<file path="config.mk">
export PLATFORM = sky130hd
export DESIGN_NAME = umem_arbiter
export DESIGN_NICKNAME = d
export VERILOG_FILES = /design/src/rtl/simp_pkg.sv /design/src/rtl/rr_arb2.sv /design/src/rtl/umem_arbiter.sv
export SDC_FILE = /design/constraint.sdc
export NUM_CORES = 1
export LEC_CHECK = 0
export CAP_MARGIN = 20
export CORE_UTILIZATION = 34
export CTS_CLUSTER_SIZE = 14
export DETAILED_ROUTE_END_ITERATION = 6
export PLACE_DENSITY = 0.77
export SLEW_MARGIN = 20
export SYNTH_ARGS = -nofsm -noshare
export SYNTH_HDL_FRONTEND = slang
export SYNTH_HIERARCHICAL = 1
export SYNTH_SLANG_ARGS = --single-unit
</file>
<file path="constraint.sdc">
create_clock -name clk -period 10.76 [get_ports clk]
set_input_delay 2.152 -clock clk [delete_from_list [all_inputs] [get_ports clk]]
set_output_delay 2.152 -clock clk [all_outputs]
set_load 0.02 [all_outputs]
</file>
<file path="src/rtl/simp_pkg.sv">
// Shared types and constants for the unified-memory sequencer.
//   umem_state_e : sequencer states (IDLE -> ACCESS -> RESP -> IDLE)
//   req_id_e     : requester identity; the value doubles as the bit index
//                  of that requester in the arbiter's req vector
//   MEM_RD/MEM_WR: encodings of the memory read/write strobe
package simp_pkg;

  typedef enum logic [1:0] {
    IDLE   = 2'd0,
    ACCESS = 2'd1,
    RESP   = 2'd2
  } umem_state_e;

  typedef enum logic {
    REQ_FETCH = 1'b0,
    REQ_LSU   = 1'b1
  } req_id_e;

  localparam logic MEM_RD = 1'b0;
  localparam logic MEM_WR = 1'b1;

  // Word accesses only: any nonzero byte offset is a misaligned LSU access.
  function automatic logic is_misaligned(input logic [1:0] byte_off);
    return byte_off != 2'b00;
  endfunction

endpackage

</file>
<file path="src/rtl/rr_arb2.sv">
// Combinational two-way round-robin picker.
// Ports:
//   req[1:0]  : request vector, indexed by req_id_e (bit 0 fetch, bit 1 LSU)
//   last      : requester granted most recently
//   gnt_id    : chosen requester (meaningful only when gnt_valid)
//   gnt_valid : at least one request is present
// A lone requester always wins; when both request, the one that was not
// granted last wins.
import simp_pkg::*;

module rr_arb2 (
  input  logic [1:0] req,
  input  req_id_e    last,
  output req_id_e    gnt_id,
  output logic       gnt_valid
);

  always_comb begin
    gnt_valid = |req;
    gnt_id    = REQ_FETCH;
    case (req)
      2'b01:   gnt_id = REQ_FETCH;
      2'b10:   gnt_id = REQ_LSU;
      2'b11:   gnt_id = (last == REQ_FETCH) ? REQ_LSU : REQ_FETCH;
      default: gnt_id = REQ_FETCH;
    endcase
  end

endmodule

</file>
<file path="src/rtl/umem_arbiter.sv">
// Sequencer and two-way arbiter for the single-port unified memory.
// Shares the memory between instruction fetch (read-only) and load/store.
// One access at a time runs through IDLE -> ACCESS -> RESP.
//
// Ports:
//   clk, reset            : clock; asynchronous active-high reset
//   f_req/f_addr          : fetch request (level) and byte address
//   f_ack/f_rdata         : fetch completion pulse and read data
//   l_req/l_we/l_addr/l_wdata : load/store request, write flag, address, data
//   l_ack/l_rdata/l_err   : load/store completion pulse, load data, misalign error
//   mem_addr/mem_wdata/mem_rw : registered memory inputs (rw: 1 write, 0 read)
//   mem_rdata             : memory read data, valid one cycle after address
//   busy                  : sequencer not in IDLE
//
// Handshake: a requester raises req and holds it and its operands stable
// until it sees its ack pulse; it drops req (or presents the next request)
// on the clock edge that ends the ack cycle. req is looked at only in IDLE,
// and operands are captured only on the IDLE->ACCESS edge. ack is high for
// exactly one cycle (RESP) and rdata/l_err are valid in that cycle.
import simp_pkg::*;

module umem_arbiter #(
  parameter int AW = 32,
  parameter int DW = 32
) (
  input  logic          clk,
  input  logic          reset,
  input  logic          f_req,
  input  logic [AW-1:0] f_addr,
  output logic          f_ack,
  output logic [DW-1:0] f_rdata,
  input  logic          l_req,
  input  logic          l_we,
  input  logic [AW-1:0] l_addr,
  input  logic [DW-1:0] l_wdata,
  output logic          l_ack,
  output logic [DW-1:0] l_rdata,
  output logic          l_err,
  output logic [AW-1:0] mem_addr,
  output logic [DW-1:0] mem_wdata,
  output logic          mem_rw,
  input  logic [DW-1:0] mem_rdata,
  output logic          busy
);

  umem_state_e   state_q, state_d;
  req_id_e       last_q;
  req_id_e       win_q;
  req_id_e       gnt_id;
  logic          gnt_valid;
  logic          we_q;
  logic          err_q;
  logic          l_mis;
  logic [DW-1:0] f_rdata_q;
  logic [DW-1:0] l_rdata_q;

  // Fetch addresses are forced word-aligned, so the byte offset is unused.
  logic          unused_f_lo;
  assign unused_f_lo = ^f_addr[1:0];

  assign l_mis = is_misaligned(l_addr[1:0]);

  rr_arb2 u_rr_arb2 (
    .req       ({l_req, f_req}),
    .last      (last_q),
    .gnt_id    (gnt_id),
    .gnt_valid (gnt_valid)
  );

  // ---------------------------------------------------------------------
  // FSM: state register
  // ---------------------------------------------------------------------
  always_ff @(posedge clk or posedge reset) begin
    if (reset) begin
      state_q <= IDLE;
    end else begin
      state_q <= state_d;
    end
  end

  // ---------------------------------------------------------------------
  // FSM: next state
  // ---------------------------------------------------------------------
  always_comb begin
    state_d = state_q;
    case (state_q)
      IDLE:    state_d = gnt_valid ? ACCESS : IDLE;
      ACCESS:  state_d = RESP;
      RESP:    state_d = IDLE;
      default: state_d = IDLE;
    endcase
  end

  // ---------------------------------------------------------------------
  // FSM: outputs
  // Read data is passed straight through from memory during the ack cycle
  // (the memory delivers it in RESP) and held from the registers otherwise.
  // Stores and misaligned loads leave l_rdata untouched.
  // ---------------------------------------------------------------------
  always_comb begin
    busy    = (state_q != IDLE);
    f_ack   = (state_q == RESP) && (win_q == REQ_FETCH);
    l_ack   = (state_q == RESP) && (win_q == REQ_LSU);
    l_err   = l_ack && err_q;
    f_rdata = f_ack ? mem_rdata : f_rdata_q;
    l_rdata = (l_ack && !we_q && !err_q) ? mem_rdata : l_rdata_q;
  end

  // ---------------------------------------------------------------------
  // Datapath registers: winner, memory command, round-robin pointer,
  // held read data.
  // ---------------------------------------------------------------------
  always_ff @(posedge clk or posedge reset) begin
    if (reset) begin
      last_q    <= REQ_LSU;
      win_q     <= REQ_FETCH;
      we_q      <= 1'b0;
      err_q     <= 1'b0;
      mem_addr  <= '0;
      mem_wdata <= '0;
      mem_rw    <= MEM_RD;
      f_rdata_q <= '0;
      l_rdata_q <= '0;
    end else begin
      case (state_q)
        IDLE: begin
          if (gnt_valid) begin
            win_q <= gnt_id;
            if (gnt_id == REQ_FETCH) begin
              mem_addr  <= {f_addr[AW-1:2], 2'b00};
              mem_wdata <= '0;
              mem_rw    <= MEM_RD;
              we_q      <= 1'b0;
              err_q     <= 1'b0;
            end else begin
              mem_addr  <= l_addr;
              mem_wdata <= l_wdata;
              we_q      <= l_we;
              err_q     <= l_mis;
              // A misaligned access becomes a discarded read so memory is
              // never written with it.
              mem_rw    <= (l_we && !l_mis) ? MEM_WR : MEM_RD;
            end
          end else begin
            mem_rw <= MEM_RD;
          end
        end
        ACCESS: begin
          // The write strobe lasts exactly the one ACCESS cycle.
          mem_rw <= MEM_RD;
        end
        RESP: begin
          last_q <= win_q;
          if (win_q == REQ_FETCH) begin
            f_rdata_q <= mem_rdata;
          end else if (!we_q && !err_q) begin
            l_rdata_q <= mem_rdata;
          end
        end
        default: begin
          mem_rw <= MEM_RD;
        end
      endcase
    end
  end

endmodule

</file>
==> flow_metrics.tcl <==
set metrics [dict create \
    syn_inst 482 \
    criticalPathCategory "in2out" \
    vdd_drop_max_v 0.000159 \
    global_route.usage.total_pct 16.7 \
    final_nets 869 \
    grt_max_degree 99 \
    place_congestion 0.731 \
    nFillCells 1509 \
    use_met3_pct 6.96 \
    cp.arrival_ns 3.47 \
    cts_sinks 135 \
    timing.setup.tns_ns 0 \
    grt_pass1_vias 4497 \
    setup.worst_path.start_class "input pin" \
    die_x_um 136 \
    dr.pass1.iters 4 \
    p_leak_nw 4.29 \
    dieArea_um2 18400 \
    final_hold_viol_count 0 \
    p_int_w 0.00184 \
    synthAdderAreaFrac_pct 0 \
    grt_pass1_wl_um 23400 \
    yosysTopAreaCellShare_pct 55.3 \
    p_sw_share_pct 35.8 \
    synthArstFlopShare_pct 100 \
    status "complete, no violations" \
    post_cts_buffers 0 \
    syn-cell-area_um2 6060 \
    pwr-share-comb_pct 51.2 \
    rr_worst_depth 4 \
    synth_compound_area_share_pct 2.91 \
    dp_slack_ns 5.14 \
    htree_levels 4 \
    io_pins 266 \
    wire_per_inst_um 15.3 \
    postCtsHoldBufs 0 \
    synthMuxAreaShare_pct 26.5 \
    synthTopCellsByArea "dfrtp_1 (55%), mux2_4 (15%), mux2_2 (6.7%)" \
    ys_seq_elements 135 \
    syn-num-nets 615 \
    yosysSeqAreaShare_pct 55.7 \
    min-delay-path-class "reg2reg" \
    holdWs_ns 0.462 \
    syn2layout_area_growth_pct 54.5 \
    clock_power_share_pct 19.3 \
    hold_path_depth 2 \
    yosys-top-cells-count "dfrtp_1 (134), nand2_1 (106), mux2_4 (60)" \
    cts_buffers 17 \
    synth_top_family_by_area "multiplexers" \
    fmax_mhz 178 \
    maxSlewViolCount 0 \
    power_density_nw_per_um2 306 \
    period_share_pct 52.2 \
    tritoncts "built" \
    wirelength_um 14900 \
    cp_data_required_time_ns 8.61 \
    clk_path_buf_depth 2 \
    yosys_most_used_dff "dfrtp_1" \
    met1_usage_pct 19.5 \
    cp_max_fo 3 \
    max_slew.worst_pin.slew_ns 1.07 \
    fin_worst_skew_ns 0.00689 \
    drive_gt1_share_pct 18.6 \
    cts_root_buf "clkbuf_16" \
    port_buffers 263 \
    use_met2_pct 28.0 \
    vias 4478 \
    die_h_um 136 \
    globalRoute.busiestLayer "met2" \
    fp.coreArea_um2 17400 \
    maxCapViolCount 0 \
    path_clk_slew_ns 0.06 \
    synth_warnings 6 \
    relSlewSlack_pct 28.7 \
    dpl.hpwl_um 10400 \
    overflow 0 \
    synth-simple-area-share_pct 10.7 \
    ant_nets 0 \
    clkLatencyLatePin_ns 0.41 \
    synth-edff-count 0 \
    initial_core_util_pct 34.9 \
    synth_most_common_cell "dfrtp_1" \
    antenna_found_initial 0 \
    antenna_cells 0 \
    synth_largest_area_cell "dfrtp_1" \
    ys_types 28 \
    end_kind "primary output" \
    drc_errors 0 \
    setup_ws_ns 5.14 \
    synth_area_per_cell_um2 12.6 \
    switching_power_w 0.00103 \
    synth_xor_area_share_pct 0 \
    setup_viol 0 \
    ctsResizeCount 0 \
    seq_power_share_pct 29.5 \
    drt_iter0_drc 151 \
    post-route-util_pct 54.0 \
    finalCriticalPeriod_ns 5.62 \
    placementRows 48 \
    rsz0062_at_grt "false" \
    vias_per_cell 4.60 \
]
worst paths after layout:
| check | start | to | slack, ns |
|---|---|---|---|
| min in group asynchronous | reset | mem_wdata[4] | 2.25 |
| max | mem_rdata[22] | f_rdata[22] | 5.14 |
| max in group asynchronous | reset | l_rdata_q[10] | 7.31 |
| max reg2reg | state_q[1] | l_rdata_q[29] | 8.55 |
| min | mem_wdata[1] | mem_wdata[1] | 0.46 |
| min reg2reg | mem_wdata[1] | mem_wdata[1] | 0.46 |
cells in the final DEF, fill, tap and decap left out, drive strengths merged:
cell           Yosys  layout
a21boi             1       1
a32oi              1       1
and2               1       1
and2b              1       1
buf               16       4
bufinv             0       1
clkbuf            16      21
clkdlybuf4s50      0     263
clkinv             0       2
clkinvlp           0       6
dfrtp            134     134
dfstp              1       1
inv                3       4
mux2              96      96
mux2i             30      30
nand2            106     106
nand3             35      35
nand3b             1       1
nor2               2       2
nor4b              1       1
o21ai             32      32
or2                2       2
or2b               1       1
or3                1       1
or3b               1       1
per-layer routing:
layer  vias to the layer above  share of wire (%)
met2                       176                 50
met5                         -                  0
met1                      2150                 40
met4                         0               0.62
met3                         7                9.4
li1                       2145                  -
kinds of logic after synthesis:
logic type	count (synthesis)
AO/OA/AOI/OAI	34
multiplexers	126
AND/OR/NAND/NOR	152
buffers and inverters	35
flip-flops	135
per-stage QoR:
step | total power (W) | instances | area (µm²)
2_1_floorplan | 0.00170 | 482 | 6060
3_3_place_gp | 0.00231 | 942 | 8800
3_5_place_dp | 0.00234 | 942 | 8800
4_1_cts | 0.00291 | 973 | 9360
5_1_grt | 0.00304 | 973 | 9360
6_report | 0.00287 | 973 | 9360
registers in the layout (all words and copies together), names as in the netlist:
register   count
win_q          1
mem_addr      32
mem_rw         1
last_q         1
err_q          1
f_rdata_q     32
state_q        2
we_q           1
mem_wdata     32
l_rdata_q     32
worst max-delay path, cell delays in order:
cell	delay [ns]
clkdlybuf4s50_1	0.51
mux2_2	0.17
clkdlybuf4s50_1	0.63
power groups by stage:
stage | logic, W | registers [W] | clock network, W
4_1_cts | 0.00149 | 0.000849 | 0.000573
3_5_place_dp | 0.00148 | 0.000856 | 0
6_report | 0.00147 | 0.000847 | 0.000554
5_1_grt | 0.00157 | 0.000875 | 0.000597
2_1_floorplan | 0.000748 | 0.000954 | 0
3_3_place_gp | 0.00147 | 0.000842 | 0
layout make-up:
type | instances | area [µm²] | area share, %
Clock buffer | 21 | 470 | 5.02
Clock inverter | 10 | 97.6 | 1.04
Sequential cell | 135 | 3380 | 36.1
Timing Repair Buffer | 267 | 2660 | 28.4
Inverter | 3 | 16.3 | 0.174
Multi-Input combinational cell | 312 | 2460 | 26.2
Tap cell | 225 | 282 | 3.01
No activity file was read; power rests on OpenSTA's default activity.
==> RTL edit 1: new RTL, same flow settings <==
The 3 states of `umem_state_e` get a one-hot encoding in 3 bits.
--- a/src/rtl/simp_pkg.sv
+++ b/src/rtl/simp_pkg.sv
@@ -5,10 +5,10 @@
 //   MEM_RD/MEM_WR: encodings of the memory read/write strobe
 package simp_pkg;
 
-  typedef enum logic [1:0] {
-    IDLE   = 2'd0,
-    ACCESS = 2'd1,
-    RESP   = 2'd2
+  typedef enum logic [2:0] {
+    IDLE   = 3'b001,
+    ACCESS = 3'b010,
+    RESP   = 3'b100
   } umem_state_e;
 
   typedef enum logic {
Function: no difference found for any inputs over 4 cycles, from zero or initial values and one cycle with reset high; so few cycles prove little.
==> RTL edit 1 against the original RTL <==
Setup slack got worse by 0.0080 ns; design area rose by 0.84%; non-clock buffer count unchanged; clock skew is 0.0012 ns higher; die area up 0.16%; power down 1.7%; sequential cell count rose by 1; synthesized area is 0.17% higher; routed wire length fell by 0.35%.
==> RTL edit 1: results (changes against the original RTL) <==
The vias after detailed routing is 4480 (was 4478). Result of the run: completed (unchanged). Leading post-synthesis cells by cell area: sky130_fd_sc_hd__dfrtp_1 55%, sky130_fd_sc_hd__mux2_4 15%, sky130_fd_sc_hd__mux2_2 6.9%, sky130_fd_sc_hd__nand2_1 6.6%, sky130_fd_sc_hd__mux2i_1 4.9% (was sky130_fd_sc_hd__dfrtp_1 55%, sky130_fd_sc_hd__mux2_4 15%, sky130_fd_sc_hd__mux2_2 6.7%, sky130_fd_sc_hd__nand2_1 6.6%, sky130_fd_sc_hd__mux2i_1 5.0%). The number of fillers in the final layout came to 1515 (was 1509). The maximum VDD drop came out at 0.138 mV (was 0.159 mV).

The worst clock skew on the final layout came out at 0.00812 ns (was 0.00689 ns). Synth top cells by count: 134 x sky130_fd_sc_hd__dfrtp_1, 106 x sky130_fd_sc_hd__nand2_1, 60 x sky130_fd_sc_hd__mux2_4 (unchanged). The post-synth net total is 616 (was 615).

The share of synthesized flip-flops with an asynchronous set or reset is 100% (unchanged). The quantity of I/O buffers inserted on ports came out at 263 (unchanged). The violation count after the first detailed-routing iteration came out at 119 (was 151). The sequential fraction of the synthesis area was 56.1% (was 55.7%). The number of nets in the layout came out at 870 (was 869). The final routed wirelength across all metal layers came out at 14.9 mm (about the same). The layout cell share with drive strength beyond 1 is 18.8% (was 18.6%).

The class of the worst hold path is flip-flop to flip-flop (unchanged). The CTS buffer count is 17 (unchanged). The number of standard cells in the layout, taps in and fillers out is 975 (was 973).

The sum of net half-perimeters after detailed placement came out at 10.3 mm (was 10.4 mm). The signal arrival time at the worst endpoint came out at 3.48 ns (was 3.47 ns). The pin count of the biggest net entering global routing is 101 (was 99).

The post-CTS resize count is 0 (unchanged). The number of iterations in the first detailed-routing pass is 4 (unchanged). The CTS clock-pin slew for the worst setup and hold paths is 0.06 ns (about the same).

The worst stage delay on the critical path is 0.61 ns (was 0.63 ns). The overall track demand over capacity in global routing came to 16.6% (was 16.7%). The remaining antenna violation count after routing came out at 0 (unchanged).

The worst-case setup slack after placement is 5.12 ns (was 5.14 ns). The average cell area after synthesis is 12.6 sq um (about the same). The number of placed cells counting well taps came out at 943 (was 942). The critical-path maximum fanout came to 3 (unchanged). The leakage component of the power is 4.37 nW (was 4.29 nW). The actual transition at the worst max-transition pin is 1.08 ns (was 1.07 ns).

The weighted congestion reported at the end of routability-driven placement is 0.705 (was 0.731). The count of unique library cells instantiated by Yosys is 26 (was 28). The first-pass GRT wire length came out at 23.3 mm (was 23.4 mm). The placed standard-cell area was 0.00886 sq mm (was 0.00880 sq mm).
==> RTL edit 1: changes by cell type after synthesis, moves of 2 or more <==
cell / change
sky130_fd_sc_hd__buf_6: +8
sky130_fd_sc_hd__buf_1: +5
sky130_fd_sc_hd__clkbuf_1: -6
sky130_fd_sc_hd__buf_12: -6
sky130_fd_sc_hd__nor2_1: +2
==> RTL edit 1: tightest hold or removal path, cell delays in order (launching register included) <==
cell	delay, ns
sky130_fd_sc_hd__dfrtp_1	0.34
sky130_fd_sc_hd__nand2_1	0.05
sky130_fd_sc_hd__nand2_1	0.05
==> RTL edit 1: metrics by stage <==
step           power [mW]  util, %  hold WS, ns
2_1_floorplan        1.64        -        0.451
3_3_place_gp         2.24     51.0        0.449
3_5_place_dp         2.27     51.0        0.455
4_1_cts              2.86     54.4        0.468
5_1_grt              2.99     54.4        0.494
6_report             2.82     54.4        0.464
==> RTL edit 1: worst paths after layout <==
check / endpoint / depth (start not counted) / startpoint / slack [ns]
hold / removal: mem_wdata[5] / 2 / mem_wdata[5] / 0.46
setup / recovery: f_rdata[14] / 3 / mem_rdata[14] / 5.13
hold reg to reg: mem_wdata[5] / 2 / mem_wdata[5] / 0.46
max in group asynchronous: f_rdata_q[30] / 3 / reset / 7.39
setup reg to reg: f_rdata_q[14] / 3 / state_q[1] / 8.40
min in group asynchronous: f_rdata_q[5] / 2 / reset / 2.31
==> RTL edit 1: cells by family after synthesis <==
family          count (synthesis)  synth area share, %
buf+inv                        34                 3.42
flops                         136                 56.1
simple gates                  151                 10.9
compound gates                 35                 2.99
mux                           127                 26.6
==> RTL edit 1: metal layers <==
layer	vias to the layer above	track usage, %	part of all wire (%)
li1	2162	-	-
met1	2118	18.9	41
met4	0	5.68	1.4
met3	13	7.63	10
met2	187	27.5	48
met5	-	0	0
==> RTL edit 1: where the power goes <==
group | internal [mW] | switching [mW]
clock network | 0.350 | 0.227
registers | 0.752 | 0.115
logic | 0.711 | 0.663
==> RTL edit 1: area by class of cell <==
cell class,instances,area (sq um),share of cell area [%]
sequential,136,3410,36.1
multi-input combinational,313,2490,26.4
clock buffer,19,443,4.69
tap,225,282,2.98
inverter,2,12.5,0.133
timing repair buffer,267,2660,28.2
clock inverter,13,144,1.52
==> RTL edit 2: new RTL, config.mk and constraints unchanged <==
Made on the original files. Set the parameter `AW` to 64 (it was 32).
--- a/src/rtl/umem_arbiter.sv
+++ b/src/rtl/umem_arbiter.sv
@@ -20,7 +20,7 @@
 import simp_pkg::*;
 
 module umem_arbiter #(
-  parameter int AW = 32,
+  parameter int AW = 64,
   parameter int DW = 32
 ) (
   input  logic          clk,
Ports: changed (resized f_addr, l_addr and mem_addr); port bits go from 266 to 362. The function was not compared with the original's and may differ.
==> RTL edit 2 against the original RTL <==
Via count rose by 30%; synthesized area increased by 24%; global-route usage grew 1.2 points; utilization is 0.24 points higher; register-to-register slack worse by 0.19 ns; first-iteration DRC count down 2.0%; routed wire length grew 37%; setup slack lost 0.020 ns; clock power rose by 5.2%; power grew 21%; sequential cell count up 32; sequential power rose by 25%; design area up 26%; critical endpoint is now f_rdata[29]; largest cell class unchanged; highest routed layer unchanged.
==> RTL edit 2: results (changes against the original RTL) <==
Result of the run: completed (unchanged). The amount of wire on met2 after detailed routing is 10.4 mm (was 7.45 mm). The via density per instance was 4.65 (was 4.60). The first-pass GRT wire length came out at 30.9 mm (was 23.4 mm). The leakage component of the power came out at 5.35 nW (was 4.29 nW). The CTS clock-pin slew for the worst setup and hold paths was 0.06 ns (about the same).

The maximum VDD drop is 0.109 mV (was 0.159 mV). The worst clock skew on the final layout is 0.0172 ns (was 0.00689 ns). The via count of the first global-routing pass came out at 5893 (was 4497). The signal arrival time at the worst endpoint came out at 3.49 ns (was 3.47 ns). The sequential fraction of the synthesis area came out at 55.6% (was 55.7%). The worst slew margin relative to its limit came out at 24.9% (was 28.7%). The slowest cell on the critical path is sky130_fd_sc_hd__clkdlybuf4s50_1 (unchanged).

The routed length on met1 came to 8.00 mm (was 5.99 mm). The overall track demand over capacity in global routing was 17.9% (was 16.7%). The final routed wirelength across all metal layers came out at 20.5 mm (was 14.9 mm).

Synth top cells by count: 166 x sky130_fd_sc_hd__dfrtp_1, 138 x sky130_fd_sc_hd__nand2_1, 64 x sky130_fd_sc_hd__o21ai_0 (was 134 x sky130_fd_sc_hd__dfrtp_1, 106 x sky130_fd_sc_hd__nand2_1, 60 x sky130_fd_sc_hd__mux2_4). The layout cell share with drive strength beyond 1 is 14.5% (was 18.6%). The pin count of the biggest net entering global routing is 114 (was 99). The quantity of I/O buffers inserted on ports was 359 (was 263).

The sum of net half-perimeters after detailed placement was 14.8 mm (was 10.4 mm). The weighted congestion reported at the end of routability-driven placement came out at 0.736 (was 0.731). The post-synth net total is 817 (was 615). Leading post-synthesis cells by cell area: sky130_fd_sc_hd__dfrtp_1 55%, sky130_fd_sc_hd__mux2_4 12%, sky130_fd_sc_hd__mux2i_1 8.3%, sky130_fd_sc_hd__nand2_1 6.9%, sky130_fd_sc_hd__mux2_2 5.4% (was sky130_fd_sc_hd__dfrtp_1 55%, sky130_fd_sc_hd__mux2_4 15%, sky130_fd_sc_hd__mux2_2 6.7%, sky130_fd_sc_hd__nand2_1 6.6%, sky130_fd_sc_hd__mux2i_1 5.0%). The routed length on met3 came out at 1.71 mm (was 1.40 mm).
RTL edit 2: area by class of cell:
class	count	area [sq um]
fill	1910	9970
sequential	167	4180
timing repair buffer	364	3630
multi-input combinational	408	3060
clock buffer	19	443
tap	280	350
clock inverter	13	113
inverter	3	16.3
RTL edit 2: cell families (layout without fill, tap and decap cells):
logic type / Yosys count / count (layout) / synth area share, %
compound gates: 66 / 66 / 4.48
mux: 158 / 158 / 25.6
buf+inv: 45 / 399 / 4.03
flops: 167 / 167 / 55.6
simple gates: 184 / 184 / 10.2
RTL edit 2: tightest hold or removal path: stages (launching register included):
cell and delay (ns):
sky130_fd_sc_hd__dfrtp_1 0.34, sky130_fd_sc_hd__nand2_1 0.05, sky130_fd_sc_hd__nand2_1 0.05
RTL edit 2: per-layer routing:
metal | up-vias | global-route usage, %
met4 | 0 | 6.05
met5 | - | 0
met2 | 245 | 31.7
li1 | 2798 | -
met3 | 25 | 5.79
met1 | 2762 | 20.1
RTL edit 2: path summary, 6_finish.rpt:
path / from / to / slack, ns / cells after the start
min in group asynchronous: reset / f_rdata_q[3] / 2.28 / 2
worst min-delay path: mem_wdata[29] / mem_wdata[29] / 0.46 / 2
worst max register to register: last_q / mem_addr[34] / 8.36 / 5
worst min register to register: mem_wdata[29] / mem_wdata[29] / 0.46 / 2
max in group asynchronous: reset / mem_wdata[8] / 6.96 / 3
worst max-delay path: mem_rdata[29] / f_rdata[29] / 5.12 / 3
RTL edit 2: stage by stage:
step	setup slack (ns)	hold slack (ns)	instance area [sq um]	instances	power, mW
floorplan	4.09	0.439	7520	620	2.09
global placement	5.14	0.449	11200	1222	2.87
detailed placement	5.12	0.455	11200	1222	2.91
CTS	5.11	0.470	11800	1254	3.51
global route	5.09	0.493	11800	1254	3.67
finish	5.12	0.465	11800	1254	3.46
RTL edit 2: power by group:
group	leakage [nW]	internal, mW	switching, mW
registers	2.05	0.919	0.137
logic	3.04	0.920	0.899
clock network	0.262	0.309	0.274
total	5.35	2.15	1.31
